`src/rtl/spike_rate_decoder_if.sv`:
```
// Result bus of the spike rate decoder: rate word, valid/ready handshake,
// overrun pulse and time-to-first-spike.
interface spike_rate_decoder_if #(
   parameter int CNT_W = 8
);
   logic [CNT_W-1:0] rate;
   logic             rate_valid;
   logic             rate_ready;
   logic             overrun;
   logic [7:0]       first_spike;

   modport master (
      output rate,
      output rate_valid,
      output overrun,
      output first_spike,
      input  rate_ready
   );

   modport slave (
      input  rate,
      input  rate_valid,
      input  overrun,
      input  first_spike,
      output rate_ready
   );
endinterface

```
`src/rtl/spike_rate_decoder.sv`:
```
// Counts spike_in pulses over a programmable window and presents the count on a
// valid/ready bus. Optional time-to-first-spike tracking: macro SPIKE_DEC_TTFS_EN.
module spike_rate_decoder #(
   parameter int CNT_W = 8
) (
   input  logic                  clk,
   input  logic                  rst,
   input  logic                  enable,
   input  logic [7:0]            window_len,
   input  logic                  spike_in,
   spike_rate_decoder_if.master  rd
);

   typedef enum logic [0:0] {
      IDLE  = 1'b0,
      COUNT = 1'b1
   } state_t;

   localparam logic [CNT_W:0] SAT = {1'b0, {CNT_W{1'b1}}};

   state_t           state_q, state_d;
   logic [8:0]       remaining_q, remaining_d;
   logic [CNT_W:0]   count_q, count_d;
   logic [CNT_W-1:0] rate_q, rate_d;
   logic             rate_valid_q, rate_valid_d;
   logic             overrun_q, overrun_d;

   logic [8:0]       len_ext_s;
   logic             win_end_s;
   logic             accept_s;
   logic [CNT_W:0]   count_inc_s;

`ifdef SPIKE_DEC_TTFS_EN
   // ttfs_q == 8'hFF means "no spike yet"; a first spike at index 255 is indistinguishable.
   logic [7:0]       idx_q, idx_d;
   logic [7:0]       ttfs_q, ttfs_d;
   logic [7:0]       first_spike_q, first_spike_d;
   logic [7:0]       ttfs_now_s;

   assign ttfs_now_s = ((ttfs_q == 8'hFF) && spike_in) ? idx_q : ttfs_q;
`endif

   assign len_ext_s   = (window_len == 8'd0) ? 9'd256 : {1'b0, window_len};
   assign win_end_s   = (state_q == COUNT) && (remaining_q == 9'd1);
   assign accept_s    = !rate_valid_q || rd.rate_ready;
   assign count_inc_s = (count_q >= SAT) ? SAT : (count_q + {{CNT_W{1'b0}}, spike_in});

   // State and datapath registers with synchronous reset.
   always_ff @(posedge clk) begin
      if (rst) begin
         state_q       <= IDLE;
         remaining_q   <= 9'd0;
         count_q       <= '0;
         rate_q        <= '0;
         rate_valid_q  <= 1'b0;
         overrun_q     <= 1'b0;
`ifdef SPIKE_DEC_TTFS_EN
         idx_q         <= 8'd0;
         ttfs_q        <= 8'hFF;
         first_spike_q <= 8'd0;
`endif
      end else begin
         state_q       <= state_d;
         remaining_q   <= remaining_d;
         count_q       <= count_d;
         rate_q        <= rate_d;
         rate_valid_q  <= rate_valid_d;
         overrun_q     <= overrun_d;
`ifdef SPIKE_DEC_TTFS_EN
         idx_q         <= idx_d;
         ttfs_q        <= ttfs_d;
         first_spike_q <= first_spike_d;
`endif
      end
   end

   // Next state: enable alone decides; a window end with enable low also lands in IDLE.
   always_comb begin
      state_d = state_q;
      case (state_q)
         IDLE:    state_d = enable ? COUNT : IDLE;
         COUNT:   state_d = enable ? COUNT : IDLE;
         default: state_d = IDLE;
      endcase
   end

   // Window counting, result capture and handshake.
   always_comb begin
      remaining_d   = remaining_q;
      count_d       = count_q;
      rate_d        = rate_q;
      rate_valid_d  = rate_valid_q;
      overrun_d     = 1'b0;
`ifdef SPIKE_DEC_TTFS_EN
      idx_d         = idx_q;
      ttfs_d        = ttfs_q;
      first_spike_d = first_spike_q;
`endif
      if (rate_valid_q && rd.rate_ready) begin
         rate_valid_d = 1'b0;
      end else begin
         rate_valid_d = rate_valid_q;
      end

      case (state_q)
         IDLE: begin
            if (enable) begin
               remaining_d = len_ext_s;
               count_d     = '0;
`ifdef SPIKE_DEC_TTFS_EN
               idx_d       = 8'd0;
               ttfs_d      = 8'hFF;
`endif
            end else begin
               remaining_d = remaining_q;
            end
         end
         COUNT: begin
            if (win_end_s) begin
               if (accept_s) begin
                  rate_d        = count_inc_s[CNT_W-1:0];
                  rate_valid_d  = 1'b1;
`ifdef SPIKE_DEC_TTFS_EN
                  first_spike_d = ttfs_now_s;
`endif
               end else begin
                  overrun_d     = 1'b1;
               end
               remaining_d = len_ext_s;
               count_d     = '0;
`ifdef SPIKE_DEC_TTFS_EN
               idx_d       = 8'd0;
               ttfs_d      = 8'hFF;
`endif
            end else if (enable) begin
               remaining_d = remaining_q - 9'd1;
               count_d     = count_inc_s;
`ifdef SPIKE_DEC_TTFS_EN
               idx_d       = idx_q + 8'd1;
               ttfs_d      = ttfs_now_s;
`endif
            end else begin
               count_d     = '0;
            end
         end
         default: begin
            count_d = '0;
         end
      endcase
   end

   // Output drive from registers only.
   always_comb begin
      rd.rate        = rate_q;
      rd.rate_valid  = rate_valid_q;
      rd.overrun     = overrun_q;
`ifdef SPIKE_DEC_TTFS_EN
      rd.first_spike = first_spike_q;
`else
      rd.first_spike = 8'd0;
`endif
   end

endmodule

```
`src/flat_wrapper.sv`:
```
// flat-port wrapper written by rule: the top's interface ports become plain ports
module spike_rate_decoder_flat 
#(
   parameter int CNT_W = 8
)
  (clk, rst, enable, window_len, spike_in, rd_rate, rd_rate_valid, rd_overrun, rd_first_spike, rd_rate_ready);
  spike_rate_decoder_if #(.CNT_W(CNT_W)) rd_i ();
  input  logic clk;
  input  logic rst;
  input  logic enable;
  input  logic [7:0] window_len;
  input  logic spike_in;
  output wire logic [$bits(rd_i.rate)-1:0] rd_rate;
  output wire logic [$bits(rd_i.rate_valid)-1:0] rd_rate_valid;
  output wire logic [$bits(rd_i.overrun)-1:0] rd_overrun;
  output wire logic [$bits(rd_i.first_spike)-1:0] rd_first_spike;
  input wire logic [$bits(rd_i.rate_ready)-1:0] rd_rate_ready;
  assign rd_rate = rd_i.rate;
  assign rd_rate_valid = rd_i.rate_valid;
  assign rd_overrun = rd_i.overrun;
  assign rd_first_spike = rd_i.first_spike;
  assign rd_i.rate_ready = rd_rate_ready;
  spike_rate_decoder #(.CNT_W(CNT_W)) u_core (.clk(clk), .rst(rst), .enable(enable), .window_len(window_len), .spike_in(spike_in), .rd(rd_i));
endmodule
```
`config.mk`:
```
export PLATFORM = sky130hd
export DESIGN_NAME = spike_rate_decoder_flat
export DESIGN_NICKNAME = d
export VERILOG_FILES = /design/src/rtl/spike_rate_decoder_if.sv /design/src/rtl/spike_rate_decoder.sv /design/src/flat_wrapper.sv
export SDC_FILE = /design/constraint.sdc
export NUM_CORES = 1
export LEC_CHECK = 0
export ABC_AREA = 1
export CAP_MARGIN = 5
export CORE_MARGIN = 5
export CORE_UTILIZATION = 50
export CTS_CLUSTER_DIAMETER = 60
export CTS_CLUSTER_SIZE = 25
export DETAILED_ROUTE_END_ITERATION = 7
export GPL_TIMING_DRIVEN = 0
export PLACE_DENSITY = 0.74
export SETUP_SLACK_MARGIN = 0.4
export SLEW_MARGIN = 10
export SYNTH_ARGS = -nofsm -noshare
export SYNTH_HDL_FRONTEND = slang
export SYNTH_SLANG_ARGS = --single-unit
```
`constraint.sdc`:
```
create_clock -name clk -period 1.8 [get_ports clk]
set_input_delay 0.45 -clock clk [delete_from_list [all_inputs] [get_ports clk]]
set_output_delay 0.45 -clock clk [all_outputs]
set_load 0.05 [all_outputs]
```
==> reports/qor.yml <==
status:
  status: "finished, final reports clean"
timing:
  fmax_mhz: 651.7
  setup_tns_ps: 0
  tightest_slew_ps: 692.4
  fin_crit_sh_pct: 85.25
  period_needed_ps: 1535
  finalClockSkew_ps: 9.758
  setup_viol: 0
  slew_viol_final: 0
  rsz0062_at_grt: "true"
  relSlewSlack_pct: 53.84
  finalHoldViolCount: 0
clock_tree:
  cts_root_buf: "clkbuf_4"
  cts_buffer_depth: 2
  cts_tree: "built"
  hold_buffers: 0
  cts_sinks: 29
  h-tree-depth: 2
  clkTransAtPathRegs_ps: 110
  numCtsBuffers: 5
  clock_latency_ps: 340
cells_and_area:
  syn_to_final_growth_pct: 42.72
  final_util_pct: 72.98
  multi_input_area_um2: 1147
  fin_area_um2: 2416
  drive_gt1_share_pct: 34.71
  nNetsFinal: 307
  fillers: 280
  diodes: 0
  register_area_um2: 584.3
die:
  ios: 31
  coreArea_um2: 3311
  die_h_um: 68.19
  dieArea_um2: 4649
  initial_core_util_pct: 51.13
  die_w_um: 68.19
  num_rows: 21
run:
  maxCapViolCount: 0
synth:
  netlist_instances: 241
  synth_enable_flop_cells: 0
  yosys.area.top_type_share_pct: 34.29
  synth_common_cells: "nand2_1 (51), inv_1 (31), nor2_1 (30)"
  synth_xor_xnor_area_share_pct: 3.622
  yosysTopAreaCell: "dfxtp_1"
  synth_top_family_by_area: "simple AND/OR/NAND/NOR gates"
  synth-simple-area-share_pct: 32.00
  synthAdderAreaFrac_pct: 2.956
  netlist-cell-type-count: 29
  synth_area_leaders: "dfxtp_1 (34%), nand2_1 (11%), inv_1 (6.9%), nor2_1 (6.7%), o21ai_0 (4.7%)"
  synth_mux_area_share_pct: 0
  yosys_register_bits: 29
  ys_warn_count: 0
  synth-main-ff-cell: "dfxtp_1"
  synth-async-reset-ratio_pct: 0
  synth_compound_gate_area_share_pct: 13.97
  yosysMostFrequentCell: "nand2_1"
  syn_area_um2: 1693
  syn_avg_cell_area_um2: 7.024
  ys_seq_area_share_pct: 34.29
worst_setup_path:
  cp_data_arrival_time_ps: 1800
  crit_path_max_fanout: 5
  critPathBufInv: 4
  criticalPathCategory: "reg -> reg"
  crit_required_ps: 2060
  cp-end-kind: "flip-flop"
  cpMaxStageDelayCell: "dfxtp_2"
  crit_path_start_kind: "flip-flop"
  critPathMaxStageDelay_ps: 340
  crit_chain: "inv_2, ha_4, inv_4, nor2_4, nand2_4, nor2_8, buf_6, nor2_4, buf_6, nand2_2, o21ai_2, a21oi_1"
  cp_top_family: "simple AND/OR/NAND/NOR gates"
global_route:
  grt_pass1_vias: 1510
  grtUsageMet3_pct: 6.076
  grt_pass1_wl_um: 7010
  grt_max_degree: 12
  grt_use_total_pct: 20.25
  grt-ovfl-total: 0
  grt_use_met2_pct: 30.93
  antenna_found_initial: 0
  met1_usage_pct: 27.70
  grt-busiest-layer: "met2"
power:
  leakage_nw: 1.070
  p_int_w: 0.0009664
  clockPowerShare_pct: 27.9
  power.density_nw_per_um2: 617.4
  switching_share_pct: 35.21
  seqPwrFrac_pct: 46.4
  irDropWorstVdd_mv: 0.4816
  comb_power_share_pct: 25.7
  switching_power_w: 0.0005252
detailed_routing:
  num_vias: 1689
  antenna_left: 0
  routed_wl_um: 4411
  post_drt_wl_per_cell_um: 13.09
  first_pass_iters: 5
  drc: 0
  avgViaCountPerCell: 5.012
  drt_iter0_markers: 121
place:
  dp_hpwl_um: 2717
  port_buffers: 21
  gp_congestion: 0.8219
  placed_area_um2: 2019
worst_hold_path:
  hold_class: "reg -> reg"
[power by group through the flow]
| stage | Sequential, W | Clock (W) | Combinational, W |
|---|---|---|---|
| final | 0.000692 | 0.000416 | 0.000383 |
| after global routing | 0.000694 | 0.000450 | 0.000417 |
| after CTS | 0.000690 | 0.000428 | 0.000326 |
| after detailed placement | 0.000701 | 0 | 0.000286 |
| after global placement | 0.000701 | 0 | 0.000281 |
| after floorplan | 0.000707 | 0 | 0.000211 |
[cell usage in the layout, fill, tap and decap left out, types with 7 or more instances in the layout]
master / n
inv_1: 28
nor2_4: 8
a21oi_1: 12
dfxtp_1: 26
o21ai_2: 13
nand3_2: 9
buf_6: 7
clkdlybuf4s50_1: 10
buf_4: 21
nor2_1: 25
o21ai_0: 7
nand2_1: 49
conb_1: 8
[worst paths after layout]
kind | slack, ps | end | startpoint | cells past startpoint
worst min-delay path | 480 | u_core.count_q[8]$_SDFFE_PP0P_ | u_core.count_q[8]$_SDFFE_PP0P_ | 2
worst min register to register | 480 | u_core.count_q[8]$_SDFFE_PP0P_ | u_core.count_q[8]$_SDFFE_PP0P_ | 2
worst max-delay path | 270 | u_core.remaining_q[1]$_SDFFE_PP0P_ | u_core.remaining_q[1]$_SDFFE_PP0P_ | 12
worst max register to register | 270 | u_core.remaining_q[1]$_SDFFE_PP0P_ | u_core.remaining_q[1]$_SDFFE_PP0P_ | 12
[per-stage QoR]
step	power, W	worst slack, ps	hold WS (ps)	cells
2_1_floorplan	0.0009174	404.8	445.3	248
3_3_place_gp	0.0009821	-255.5	454.1	315
3_5_place_dp	0.0009867	-253.8	465.7	315
4_1_cts	0.001443	269.5	467.5	330
5_1_grt	0.001561	173.3	504.1	337
6_report	0.001492	265.4	482.0	337
[cells by family after synthesis]
family | after synthesis
xor gates and xnor gates | 7
and+or+nand+nor | 112
adders and majority gates | 4
AOI/OAI and AO/OA | 43
DFF | 29
buffers and inverters | 45
other | 1
[worst min-delay path, cell delays in order, from the launching register on]
cell and delay (ps):
dfxtp_1 330, nand2_1 60, a21oi_1 50
[flip-flops by register name (all words and copies together), names as in the netlist]
signal,cells
u_core.state_q,1
u_core.remaining_q,9
u_core.rd.rate_valid,1
u_core.rd.overrun,1
u_core.count_q,9
u_core.rd.rate,8
[routing by layer]
metal	share of wire, %	vias up	wire (µm)
met5	0	-	0
met4	2.1	0	93
met3	7.2	9	318
met2	45	57	1986
met1	46	776	2014
li1	-	847	-
[cell type report]
class	instances	area share, %
tap	46	2.382
buffer	13	4.246
timing repair buffer	34	13.83
sequential	29	24.18
clock buffer	5	1.554
clock inverter	3	0.9322
inverter	32	5.386
multi-input combinational	175	47.49
[repair_timing]
action | CTS | global route
gates cloned | 1 | 2
pin swaps | 9 | 26
resized for setup | 88 | 44
endpoints found under the setup margin | 36 | 31
buffers inserted | 6 | 5
No activity file was read; power rests on OpenSTA's default activity.
==> edit 1 (same flow settings) <==
The option `SPIKE_DEC_TTFS_EN` is turned on by a define.
--- a/src/rtl/spike_rate_decoder.sv
+++ b/src/rtl/spike_rate_decoder.sv
@@ -1,5 +1,7 @@
 // Counts spike_in pulses over a programmable window and presents the count on a
 // valid/ready bus. Optional time-to-first-spike tracking: macro SPIKE_DEC_TTFS_EN.
+`define SPIKE_DEC_TTFS_EN
+
 module spike_rate_decoder #(
    parameter int CNT_W = 8
 ) (
Formal check against the unedited RTL: not equivalent (Yosys sat finds a counterexample within 4 cycles, from zero or initial values and one cycle with rst high).
==> edit 1 against the unedited design <==
Combinational power up 19%. Setup slack worse by 0.011 ns. Count of clock-buffer cells in the layout up 2. Cell area up 55%. Sequential power up 78%. Power up 69%. Sequential cell count up 24. Routed wire length up 64%. Synthesized cell count up 63%. Area after synthesis up 62%. Critical path type unchanged. Critical endpoint is now u_core.count_q[8].
==> edit 1: results (changes against the unedited design) <==
run_status:
  status: "finished, final reports clean"
placement:
  dp_hpwl_um: 4600  # +69%
  dpl_worst_slack_ns: -0.304  # -0.0498 ns
  port_buffers: 29  # +38%
  dpl_cell_area_um2: 3160  # +57%
  dp_cells: 494  # +57%
  place_congestion: 0.858  # +4.4%
detailed_routing:
  firstDrtPassIters: 7  # +2
  num_vias: 2753  # +63%
  wl_per_cell_um: 13.9  # +6.0%
  drt_iter0_markers: 165  # +36%
critical_path:
  slowest_stage: "dfxtp_2"
  cp_max_fo: 7  # +2
  cp.arrival_ns: 1.78  # -0.02 ns
  cpPeakStageDelay_ns: 0.36  # +0.02 ns
  r2r_setup_slack_ns: 0.25
global_routing:
  grt_max_degree: 16  # +4
  grt_pass1_wl_um: 11700  # +67%
  grt_pass1_vias: 2543  # +68%
  grt_usage_pct: 20.0  # -0.29 points
clocking:
  clk_path_buf_depth: 2  # unchanged
  clock_latency_ns: 0.30  # -0.04 ns
  root_buffer: "clkbuf_8"
  clk_pin_slew_ns: 0.10
logic_synthesis:
  yosysUniqueCellTypes: 27  # -6.9%
  synthTopCellsByArea: "dfxtp_1 (39%), nand2_1 (15%), nand3_1 (5.5%)"
  ys_top_cells_by_count: "nand2_1 (109), dfxtp_1 (53), inv_1 (38)"
  syn_avg_cell_area_um2: 6.97  # -0.79%
  ys_warn_count: 0  # unchanged
  yosysSeqAreaShare_pct: 38.7  # +4.4 points
  async_reset_ff_share_pct: 0  # unchanged
timing:
  hold_ws_ns: 0.456  # -0.0262 ns
  fmaxAchievable_mhz: 647  # -0.74%
  slew_headroom_pct: 58.2  # +4.4 points
  fin_worst_skew_ns: 0.0113  # +0.00152 ns
layout:
  nets: 468  # +52%
  drive_gt1_share_pct: 29.7  # -5.0 points
  largestRegisters: "u_core.count_q x9, u_core.remaining_q x9"
  final_cells: 523  # +55%
pwr:
  power_leakage_nw: 1.66  # +56%
  peakVddDrop_mv: 0.453  # -6.0%
worst_hold_path:
  min_path_type: "in2reg"
[edit 1: what timing repair did]
| item | CTS | global route |
|---|---|---|
| pin swaps | 17 | 9 |
| cloned | 4 | 1 |
| setup buffers | 10 | 6 |
| setup endpoints to repair | 68 | 58 |
| resized for setup | 149 | 45 |
| hold buffers | 0 | 0 |
[edit 1: logic make-up after synthesis]
kind of cell               synth area share, %
DFF                                       38.7
xor gates and xnor gates                  2.56
buffers and inverters                     10.1
and+or+nand+nor                           32.1
adders and majority gates                 2.28
AOI/OAI and AO/OA                         14.3
[edit 1: report_power, final]
group	switching (W)	leakage, nW	internal, W
Combinational	0.000276	1.17	0.000181
Clock	0.000380	0.0585	0.000454
Sequential	0.0000295	0.432	0.00120
[edit 1: area by class of cell]
type,count,area [um2]
Fill cell,420,1660
Multi-Input combinational cell,282,1660
Sequential cell,53,1060
Timing Repair Buffer,50,502
Inverter,45,181
Buffer,13,134
Tap cell,72,90.1
Clock buffer,7,86.3
Clock inverter,1,30.0
[edit 1: per-layer routing]
metal	vias to the layer above	track usage [%]	share of wire [%]
met5	-	0	0
met3	19	3.55	6.3
li1	1388	-	-
met1	1242	25.9	41
met2	104	33.7	50
met4	0	5.99	2.1
[edit 1: worst paths after layout]
| path | start | endpoint | cells after the start |
|---|---|---|---|
| setup / recovery | u_core.remaining_q[1] | u_core.count_q[8] | 10 |
| hold / removal | rst | u_core.count_q[4] | 2 |
| setup reg to reg | u_core.remaining_q[1] | u_core.count_q[8] | 10 |
| hold reg to reg | u_core.remaining_q[7] | u_core.remaining_q[7] | 2 |
==> edit 2 (config.mk and constraints unchanged) <==
Without the edit above. Make the reset (`rst`) asynchronous in one clocked block. Comments in the files are not updated.
--- a/src/rtl/spike_rate_decoder.sv
+++ b/src/rtl/spike_rate_decoder.sv
@@ -46,7 +46,7 @@
    assign count_inc_s = (count_q >= SAT) ? SAT : (count_q + {{CNT_W{1'b0}}, spike_in});
 
    // State and datapath registers with synchronous reset.
-   always_ff @(posedge clk) begin
+   always_ff @(posedge clk or posedge rst) begin
       if (rst) begin
          state_q       <= IDLE;
          remaining_q   <= 9'd0;
Behaviour: differs if rst is asserted again (counterexample within 4 cycles, from zero or initial values and one cycle with rst high); with rst held inactive, the same outputs for 10 cycles.
==> edit 2 against the unedited design <==
Utilization is 0.81 points higher. Routed wire length is 5.6% lower. Sequential cell count stayed put. Power is 18% higher. Count of clock-buffer cells in the layout is 3 higher. Setup slack worse by 0.030 ns. Cell area is 1.9% higher. Synthesized cell count is 3.7% lower. Area after synthesis is 2.5% higher. Clock skew is 0.0015 ns lower. Non-clock buffer count is 9 higher. Global-route usage is 1.0 points lower. Critical endpoint is now u_core.remaining_q[3].
==> edit 2: results (changes against the unedited design) <==
run_status:
  status: "finished, final reports clean"
layout:
  nets: 308  # +0.33%
  fill_cells: 278  # -0.71%
  drive_gt1_share_pct: 31.2  # -3.5 points
  diodes: 0  # unchanged
global_routing:
  use_met3_pct: 4.86  # -1.2 points
  grt_pass1_wl_um: 6670  # -4.9%
  antenna_found_initial: 0  # unchanged
  use_met1_pct: 22.4  # -5.3 points
  grt_usage_pct: 19.3  # -1.0 points
  grt.met2_usage_pct: 33.6  # +2.6 points
  grt_pass1_vias: 1511  # +0.066%
  grt_max_degree: 30  # +18
pwr:
  power.internal_w: 0.00113  # +16%
  peakVddDrop_mv: 0.452  # -6.1%
  power_leakage_nw: 1.20  # +13%
timing:
  slew_headroom_pct: 57.7  # +3.8 points
  fin_worst_skew_ns: 0.00821  # -0.00155 ns
  post-route-period-util_pct: 86.9  # +1.7 points
placement:
  dpl_worst_slack_ns: -0.207  # +0.0464 ns
  dp_hpwl_um: 2610  # -3.8%
  place_congestion: 0.801  # -2.6%
  dpl_cell_area_um2: 2080  # +2.8%
  port_buffers: 22  # +4.8%
clocking:
  clk_pin_slew_ns: 0.09  # -0.02 ns
  root_buffer: "clkbuf_4"
  cts.htree.levels: 2  # unchanged
  clk_path_buf_depth: 2  # unchanged
  cts_inserted_buffers: 5  # unchanged
  clock_latency_ns: 0.34  # about the same
logic_synthesis:
  async_reset_ff_share_pct: 100  # +100 points
  synth_flop_cell: "dfrtp_1"
  ys_warn_count: 0  # unchanged
  synthTopCellsByArea: "dfrtp_1 (42%), nand2_1 (16%), nand3_1 (5.8%)"
  yosysUniqueCellTypes: 26  # -10%
  ys_top_cells_by_count: "nand2_1 (75), dfrtp_1 (29), inv_1 (24), nor2_1 (24), nand3_1 (20)"
  yosysSeqAreaShare_pct: 41.8  # +7.5 points
critical_path:
  cpPeakStageDelay_ns: 0.44  # +0.10 ns
  cp_max_fo: 5  # unchanged
  slowest_stage: "dfrtp_1"
  cp.arrival_ns: 1.79
detailed_routing:
  wl_per_cell_um: 12.3  # -5.9%
  num_vias: 1655  # -2.0%
  firstDrtPassIters: 4  # -1
  drt_iter0_markers: 102  # -16%
worst_hold_path:
  min_path_type: "reg2reg"
[edit 2: power by group through the flow]
stage | Combinational (W) | Clock, W | Sequential [W]
after floorplan | 0.000255 | 0 | 0.000861
after global placement | 0.000459 | 0 | 0.000781
after detailed placement | 0.000466 | 0 | 0.000780
after CTS | 0.000540 | 0.000383 | 0.000766
after global routing | 0.000665 | 0.000415 | 0.000781
final | 0.000605 | 0.000379 | 0.000772
[edit 2: area by class of cell]
type | instances | area (um2) | area share (%)
Buffer | 11 | 97.6 | 3.96
Clock buffer | 8 | 48.8 | 1.98
Inverter | 24 | 93.8 | 3.81
Multi-Input combinational cell | 175 | 993 | 40.3
Sequential cell | 29 | 731 | 29.7
Tap cell | 46 | 57.6 | 2.34
Timing Repair Buffer | 45 | 440 | 17.9
[edit 2: path summary, 6_finish.rpt]
path                                       startpoint                     to  slack (ns)  depth (start not counted)
worst max-delay path            u_core.remaining_q[0]  u_core.remaining_q[3]        0.23                         10
worst min-delay path                u_core.rd.rate[6]      u_core.rd.rate[6]        0.49                          2
worst max register to register  u_core.remaining_q[0]  u_core.remaining_q[3]        0.23                         10
worst min register to register      u_core.rd.rate[6]      u_core.rd.rate[6]        0.49                          2
max in group asynchronous                         rst  u_core.remaining_q[6]        0.87                          2
min in group asynchronous                         rst      u_core.rd.rate[4]        0.54                          2
[edit 2: routing by layer]
metal | up-vias | share of wire, %
li1 | 835 | -
met1 | 767 | 42
met2 | 48 | 51
met3 | 5 | 5.5
met4 | 0 | 1.3
met5 | - | 0
[edit 2: kinds of logic after synthesis]
kind of cell | share of synthesized area, %
AO/OA/AOI/OAI | 7.86
XOR/XNOR | 1.51
adder cells (fa/ha/maj) | 2.88
buffers and inverters | 9.88
flip-flops | 41.8
other | 0.216
AND/OR/NAND/NOR | 35.8
[edit 2: what timing repair did]
item	in CTS	in global routing
hold endpoints to repair	0	0
setup endpoints to repair	65	36
cloned	2	2
buffers inserted	14	5
pin swaps	16	21
gates resized for setup	75	39
[edit 2: critical path: cells and delay by family (launching register included)]
| family | cells | cell delay, ns |
|---|---|---|
| fa+ha+maj | 1 | 0.19 |
| compound gates | 1 | 0.12 |
| simple gates | 6 | 0.50 |
| flops | 1 | 0.44 |
| buf+inv | 2 | 0.21 |
[edit 2: per-stage QoR]
stage / util [%] / total power (W) / std cells / hold WS (ns)
after floorplan: - / 0.00112 / 239 / 0.479
after global placement: 62.2 / 0.00124 / 307 / 0.464
after detailed placement: 62.2 / 0.00125 / 307 / 0.464
after CTS: 69.2 / 0.00169 / 331 / 0.483
after global routing: 73.8 / 0.00186 / 338 / 0.518
final: 73.8 / 0.00176 / 338 / 0.487
